[src/rtl/cpu_mem_pkg.sv]
// Shared types and constants for the CPU memory access unit: FSM encoding,
// I/O window base and register offsets.
package cpu_mem_pkg;

  typedef enum logic [1:0] {
    ST_IDLE   = 2'd0,
    ST_ACCESS = 2'd1,
    ST_RESP   = 2'd2
  } state_e;

  localparam logic [15:0] IO_BASE_DEFAULT = 16'hFFF0;
  localparam logic [3:0]  IO_OFS_LED      = 4'd0;
  localparam logic [3:0]  IO_OFS_SW       = 4'd1;

  // Exact window compare: no wrap past 16'hFFFF, IO_BASE-1 stays RAM.
  function automatic logic io_hit(input logic [15:0] addr, input logic [15:0] base);
    return (addr >= base) && ((addr - base) < 16'd16);
  endfunction

endpackage

[src/rtl/mem_access_unit_if.sv]
// CPU request/response handshake plus RAM port-B bus of the memory access unit.
interface mem_access_unit_if;
  logic        req_valid;
  logic        req_ready;
  logic        req_write;
  logic [15:0] req_address;
  logic [15:0] req_wdata;
  logic        rsp_valid;
  logic        rsp_ready;
  logic [15:0] rsp_rdata;
  logic [15:0] mem_address;
  logic [15:0] mem_write_data;
  logic        mem_write_enable;
  logic [15:0] mem_read_data;

  // master = CPU side together with the RAM model that answers port B
  modport master (
    output req_valid, req_write, req_address, req_wdata, rsp_ready, mem_read_data,
    input  req_ready, rsp_valid, rsp_rdata, mem_address, mem_write_data, mem_write_enable
  );

  modport slave (
    input  req_valid, req_write, req_address, req_wdata, rsp_ready, mem_read_data,
    output req_ready, rsp_valid, rsp_rdata, mem_address, mem_write_data, mem_write_enable
  );
endinterface

[src/rtl/mem_access_unit_sync.sv]
// Two-flop synchroniser for asynchronous board inputs.
module sync_2ff #(
  parameter int WIDTH = 1
) (
  input  logic             clock,
  input  logic             reset_n,
  input  logic [WIDTH-1:0] d_i,
  output logic [WIDTH-1:0] q_o
);

  logic [WIDTH-1:0] meta_q;
  logic [WIDTH-1:0] sync_q;

  always_ff @(posedge clock or negedge reset_n) begin
    if (!reset_n) begin
      meta_q <= '0;
      sync_q <= '0;
    end else begin
      meta_q <= d_i;
      sync_q <= meta_q;
    end
  end

  assign q_o = sync_q;

endmodule

[src/rtl/mem_access_unit.sv]
// CPU load/store unit: routes word accesses to RAM port B or to a small
// memory-mapped I/O window (LED register, synchronised switches).
module mem_access_unit
  import cpu_mem_pkg::*;
#(
  parameter logic [15:0] IO_BASE  = IO_BASE_DEFAULT,
  parameter int          SW_WIDTH = 10
) (
  input  logic                clock,
  input  logic                reset_n,
  mem_access_unit_if.slave    bus_if,
  input  logic [SW_WIDTH-1:0] switches,
  output logic [SW_WIDTH-1:0] leds
);

  state_e              state_q, state_d;
  logic [15:0]         addr_q, addr_d;
  logic [15:0]         wdata_q, wdata_d;
  logic [15:0]         rdata_q, rdata_d;
  logic                write_q, write_d;
  logic [SW_WIDTH-1:0] leds_q, leds_d;
  logic [SW_WIDTH-1:0] sw_sync;
  logic                is_io;
  logic [3:0]          io_ofs;
  logic [15:0]         io_rdata;
  logic                req_ready, rsp_valid, mem_we;

  sync_2ff #(.WIDTH(SW_WIDTH)) u_sw_sync (
    .clock   (clock),
    .reset_n (reset_n),
    .d_i     (switches),
    .q_o     (sw_sync)
  );

  assign is_io  = io_hit(addr_q, IO_BASE);
  assign io_ofs = addr_q[3:0];

  always_comb begin
    io_rdata = 16'h0000;
    if (io_ofs == IO_OFS_LED) io_rdata = 16'(leds_q);
    else if (io_ofs == IO_OFS_SW) io_rdata = 16'(sw_sync);
  end

  always_ff @(posedge clock or negedge reset_n) begin
    if (!reset_n) begin
      state_q <= ST_IDLE;
      addr_q  <= '0;
      wdata_q <= '0;
      rdata_q <= '0;
      write_q <= 1'b0;
      leds_q  <= '0;
    end else begin
      state_q <= state_d;
      addr_q  <= addr_d;
      wdata_q <= wdata_d;
      rdata_q <= rdata_d;
      write_q <= write_d;
      leds_q  <= leds_d;
    end
  end

  always_comb begin
    state_d   = state_q;
    addr_d    = addr_q;
    wdata_d   = wdata_q;
    write_d   = write_q;
    rdata_d   = rdata_q;
    leds_d    = leds_q;
    req_ready = 1'b0;
    rsp_valid = 1'b0;
    mem_we    = 1'b0;
    unique case (state_q)
      ST_IDLE: begin
        req_ready = 1'b1;
        if (bus_if.req_valid) begin
          addr_d  = bus_if.req_address;
          wdata_d = bus_if.req_wdata;
          write_d = bus_if.req_write;
          state_d = ST_ACCESS;
        end
      end
      ST_ACCESS: begin
        // Decoded from registers, so an async reset kills the strobe at once
        mem_we = write_q && !is_io;
        if (write_q) begin
          rdata_d = 16'h0000;
          if (is_io && io_ofs == IO_OFS_LED) leds_d = wdata_q[SW_WIDTH-1:0];
        end else begin
          rdata_d = is_io ? io_rdata : bus_if.mem_read_data;
        end
        state_d = ST_RESP;
      end
      ST_RESP: begin
        rsp_valid = 1'b1;
        if (bus_if.rsp_ready) state_d = ST_IDLE;
      end
      default: state_d = ST_IDLE;
    endcase
  end

  assign bus_if.req_ready        = req_ready;
  assign bus_if.rsp_valid        = rsp_valid;
  assign bus_if.rsp_rdata        = rdata_q;
  assign bus_if.mem_address      = addr_q;
  assign bus_if.mem_write_data   = wdata_q;
  assign bus_if.mem_write_enable = mem_we;
  assign leds                    = leds_q;

endmodule
[src/flat_wrapper.sv]
// flat-port wrapper written by rule: the top's interface ports become plain ports
module mem_access_unit_flat import cpu_mem_pkg::*;
#(
  parameter logic [15:0] IO_BASE  = IO_BASE_DEFAULT,
  parameter int          SW_WIDTH = 10
)
  (clock, reset_n, switches, leds, bus_if_req_valid, bus_if_req_write, bus_if_req_address, bus_if_req_wdata, bus_if_rsp_ready, bus_if_mem_read_data, bus_if_req_ready, bus_if_rsp_valid, bus_if_rsp_rdata, bus_if_mem_address, bus_if_mem_write_data, bus_if_mem_write_enable);
  mem_access_unit_if bus_if_i ();
  input  logic clock;
  input  logic reset_n;
  input  logic [SW_WIDTH-1:0] switches;
  output logic [SW_WIDTH-1:0] leds;
  input wire logic [$bits(bus_if_i.req_valid)-1:0] bus_if_req_valid;
  input wire logic [$bits(bus_if_i.req_write)-1:0] bus_if_req_write;
  input wire logic [$bits(bus_if_i.req_address)-1:0] bus_if_req_address;
  input wire logic [$bits(bus_if_i.req_wdata)-1:0] bus_if_req_wdata;
  input wire logic [$bits(bus_if_i.rsp_ready)-1:0] bus_if_rsp_ready;
  input wire logic [$bits(bus_if_i.mem_read_data)-1:0] bus_if_mem_read_data;
  output wire logic [$bits(bus_if_i.req_ready)-1:0] bus_if_req_ready;
  output wire logic [$bits(bus_if_i.rsp_valid)-1:0] bus_if_rsp_valid;
  output wire logic [$bits(bus_if_i.rsp_rdata)-1:0] bus_if_rsp_rdata;
  output wire logic [$bits(bus_if_i.mem_address)-1:0] bus_if_mem_address;
  output wire logic [$bits(bus_if_i.mem_write_data)-1:0] bus_if_mem_write_data;
  output wire logic [$bits(bus_if_i.mem_write_enable)-1:0] bus_if_mem_write_enable;
  assign bus_if_i.req_valid = bus_if_req_valid;
  assign bus_if_i.req_write = bus_if_req_write;
  assign bus_if_i.req_address = bus_if_req_address;
  assign bus_if_i.req_wdata = bus_if_req_wdata;
  assign bus_if_i.rsp_ready = bus_if_rsp_ready;
  assign bus_if_i.mem_read_data = bus_if_mem_read_data;
  assign bus_if_req_ready = bus_if_i.req_ready;
  assign bus_if_rsp_valid = bus_if_i.rsp_valid;
  assign bus_if_rsp_rdata = bus_if_i.rsp_rdata;
  assign bus_if_mem_address = bus_if_i.mem_address;
  assign bus_if_mem_write_data = bus_if_i.mem_write_data;
  assign bus_if_mem_write_enable = bus_if_i.mem_write_enable;
  mem_access_unit #(.IO_BASE(IO_BASE), .SW_WIDTH(SW_WIDTH)) u_core (.clock(clock), .reset_n(reset_n), .bus_if(bus_if_i), .switches(switches), .leds(leds));
endmodule
[config.mk]
export PLATFORM = sky130hd
export DESIGN_NAME = mem_access_unit_flat
export DESIGN_NICKNAME = d
export VERILOG_FILES = /design/src/rtl/cpu_mem_pkg.sv /design/src/rtl/mem_access_unit_if.sv /design/src/rtl/mem_access_unit_sync.sv /design/src/rtl/mem_access_unit.sv /design/src/flat_wrapper.sv
export SDC_FILE = /design/constraint.sdc
export NUM_CORES = 1
export LEC_CHECK = 0
export ABC_AREA = 1
export CAP_MARGIN = 20
export CORE_MARGIN = 1.5
export CORE_UTILIZATION = 40
export CTS_CLUSTER_SIZE = 10
export DETAILED_ROUTE_END_ITERATION = 8
export PLACE_DENSITY = 0.77
export SKIP_CTS_REPAIR_TIMING = 1
export SYNTH_ARGS = -nofsm -noshare
export SYNTH_HDL_FRONTEND = slang
export SYNTH_SLANG_ARGS = --single-unit
[constraint.sdc]
create_clock -name clock -period 1.3 [get_ports clock]
set_clock_uncertainty 0.15 [all_clocks]
set_input_delay 0.39 -clock clock [delete_from_list [all_inputs] [get_ports clock]]
set_output_delay 0.39 -clock clock [all_outputs]
set_load 0.02 [all_outputs]
==> results.cfg <==
[status]
outcome = complete, but fails checks
failed_checks = negative setup slack

[synthesis]
syn_area_um2 = 3300
synth_cells = 375
synth_cell_types = 15
synth.avg_cell_area_um2 = 8.80
syn-num-nets = 438
yosysTopAreaCellShare_pct = 61.4
ys_seq_area_share_pct = 61.4
yosysWarnings = 0
ys_ff_latch = 81
synth_edf_count = 0
ys_top_cells_by_area = dfrtp_1 61%, nand2_1 21%, nand3_1 7.1%
synthArstFlopShare_pct = 100
synthTopCellsByCount = 188 x nand2_1, 81 x dfrtp_1, 47 x nand3_1, 25 x inv_1, 7 x buf_2
yosys.area.top_type = dfrtp_1
synth-main-ff-cell = dfrtp_1
synth.most_common_cell = nand2_1

[floorplanning]
core_um2 = 7850
row_count = 32
chipHeight_um = 93.8
start_util_pct = 42.0
die_area_um2 = 8800
die_w_um = 93.8
pin_count = 124

[finish]
regArea_um2 = 2040
nets = 645
area_growth_pct = 75.8
stdcell_count = 689
multi_input_area_um2 = 1170
diodes = 0
drive_above_1_share_pct = 35.4
num-fill-cells = 552

[route]
drtIter0Drc = 112
drc_errors = 0
maxUsedRoutingLayer = met4
met3_length_um = 606
final_antenna_net_count = 0
viasPerCell = 4.55
first_pass_iters = 4
detail_route.wl_per_cell_um = 13.3
wl_met2_mm = 4.63
routed_wl_mm = 9.17
vias = 3134
wl_met1_mm = 3.80

[critical_path]
arrival_ns = 1.27
crit_family = simple AND/OR/NAND/NOR gates
critPathMaxStageDelay_ns = 0.38
cp-startpoint = u_core.bus_if.mem_address[14]
worstReg2RegStart = u_core.bus_if.mem_address[14]
slowest_stage = dfrtp_2
path_cells = nand2_2, nor2_4, nand3_4, nand3_2, inv_2, buf_6
cp_num_buf_inv = 2
end_kind = output pin
worstSetupPathType = flip-flop to output pin
critPathRequiredTime_ns = 0.76
cp_max_fo = 2
startpoint_type = flip-flop

[placed_design]
dp.cells = 646
dp_hpwl_mm = 6.34
gp_congestion = 0.770
port_buffers = 123

[sta]
finalHoldViolations = 0
setup_ws_ns = -0.513
relSlewSlack_pct = 84.6
report.final.setup_viol = 120
period_minus_slack_ns = 1.81
slew_viol_final = 0
worst_slew_pin_slew_ns = 0.231
rsz0062_at_grt = true
max_clock_freq_mhz = 552
finalCritPeriodShare_pct = 139
whs_ns = 0.206

[global_route]
grt_pass1_wl_mm = 13.9
antenna_found_initial = 0
grt_pass1_vias = 3026
track_usage_pct = 20.3
grt_remaining_overflow = 0
grt_max_degree = 45

[cts]
root_buffer = clkbuf_8
insertion_delay_ns = 0.34
clockBufferDepth = 2
htree_levels = 3
cts_num_sinks = 81
clk_pin_slew_ns = 0.09
numCtsBuffers = 9
cts_tree = yes

[flow_run]
cap_violations = 0

[min_path]
worstHoldStart = u_core.u_sw_sync.meta_q[7]
hp-class = flip-flop to flip-flop

[power]
leakage_nw = 2.99
p_per_area_nw_per_um2 = 2210
vdd_ir_drop_max_v = 0.00126
registers in the layout, indices dropped and copies added, names as in the netlist:
signal	cells
u_core.write_q	1
u_core.bus_if.mem_write_data	16
u_core.state_q	2
u_core.u_sw_sync.meta_q	10
u_core.u_sw_sync.q_o	10
u_core.bus_if.rsp_rdata	16
u_core.bus_if.mem_address	16
u_core.leds	10
final timing paths:
check                      slack (ns)  cells past startpoint                       endpoint
min in group asynchronous        0.40                      3     u_core.bus_if.rsp_rdata[1]
max reg2reg                     -0.24                      8     u_core.bus_if.rsp_rdata[8]
min reg2reg                      0.21                      0        u_core.u_sw_sync.q_o[7]
max                             -0.51                      6        bus_if_mem_write_enable
min                              0.21                      0        u_core.u_sw_sync.q_o[7]
max in group asynchronous        0.35                      3  u_core.bus_if.mem_address[13]
layout make-up:
type	instances	area share, %
repair buffers	209	36.8
clock inverters	7	1.49
inverters	28	1.98
clock buffers	9	2.14
multi-input cells	253	20.1
well taps	102	2.20
flip-flops and latches	81	35.2
worst reg2reg max path: stages, from the launching register on:
cell	delay [ns]
dfrtp_2	0.38
nand2_2	0.07
nor2_4	0.16
buf_4	0.13
nand2_1	0.14
nor2_4	0.19
nand2_1	0.09
nand3_1	0.08
nand2_1	0.05
where the power goes:
group | internal, W | leakage [nW] | switching, W
Clock | 0.000931 | 0.104 | 0.000985
Sequential | 0.00337 | 0.996 | 0.000630
Combinational | 0.00367 | 1.89 | 0.00322
cells by family (layout without fill, tap and decap cells):
logic type / Yosys count / count (layout) / synth area share (%)
AND/OR/NAND/NOR: 250 / 251 / 32.1
flip-flops: 81 / 81 / 61.4
buffers and inverters: 42 / 253 / 6.18
AO/OA/AOI/OAI: 2 / 2 / 0.303
metal layers:
layer  vias to the layer above  global-route usage, %
met5                         -                      0
met4                         0                   7.34
met3                        13                   5.34
met2                        96                   32.6
met1                      1452                   26.5
li1                       1573                      -
stage by stage:
step	setup slack [ns]	power (W)	TNS (ns)	cell area, µm²	util (%)
finish	-0.513	0.0128	-17.01	5800	73.9
global route	-0.578	0.0135	-23.48	5800	73.9
CTS	-0.979	0.0115	-45.20	5330	67.9
detailed placement	-0.575	0.00958	-26.61	5120	65.2
global placement	-0.563	0.00944	-25.36	5120	65.2
floorplan	-0.287	0.00637	-1.20	3330	-
cell usage in the layout, fill, tap and decap left out:
cell type	netlist	layout
buf_12	0	7
buf_4	4	59
buf_6	3	78
bufinv_16	0	1
clkbuf_16	0	2
clkbuf_2	0	1
clkbuf_8	0	9
clkdlybuf4s50_1	0	61
clkinv_4	0	1
clkinvlp_4	0	1
dfrtp_1	81	68
dfrtp_2	0	13
dlygate4sd3_1	0	1
inv_1	25	22
inv_2	3	4
inv_4	0	1
inv_6	0	2
inv_8	0	3
nand2_1	188	180
nand2_2	2	8
nand2_4	1	2
nand2_8	0	1
nand3_1	47	45
nand3_2	0	2
nand3_4	1	1
nor2_1	3	1
nor2_2	5	1
nor2_4	3	10
o21ai_0	2	1
o21ai_2	0	1
No activity file was read; power rests on OpenSTA's default activity.
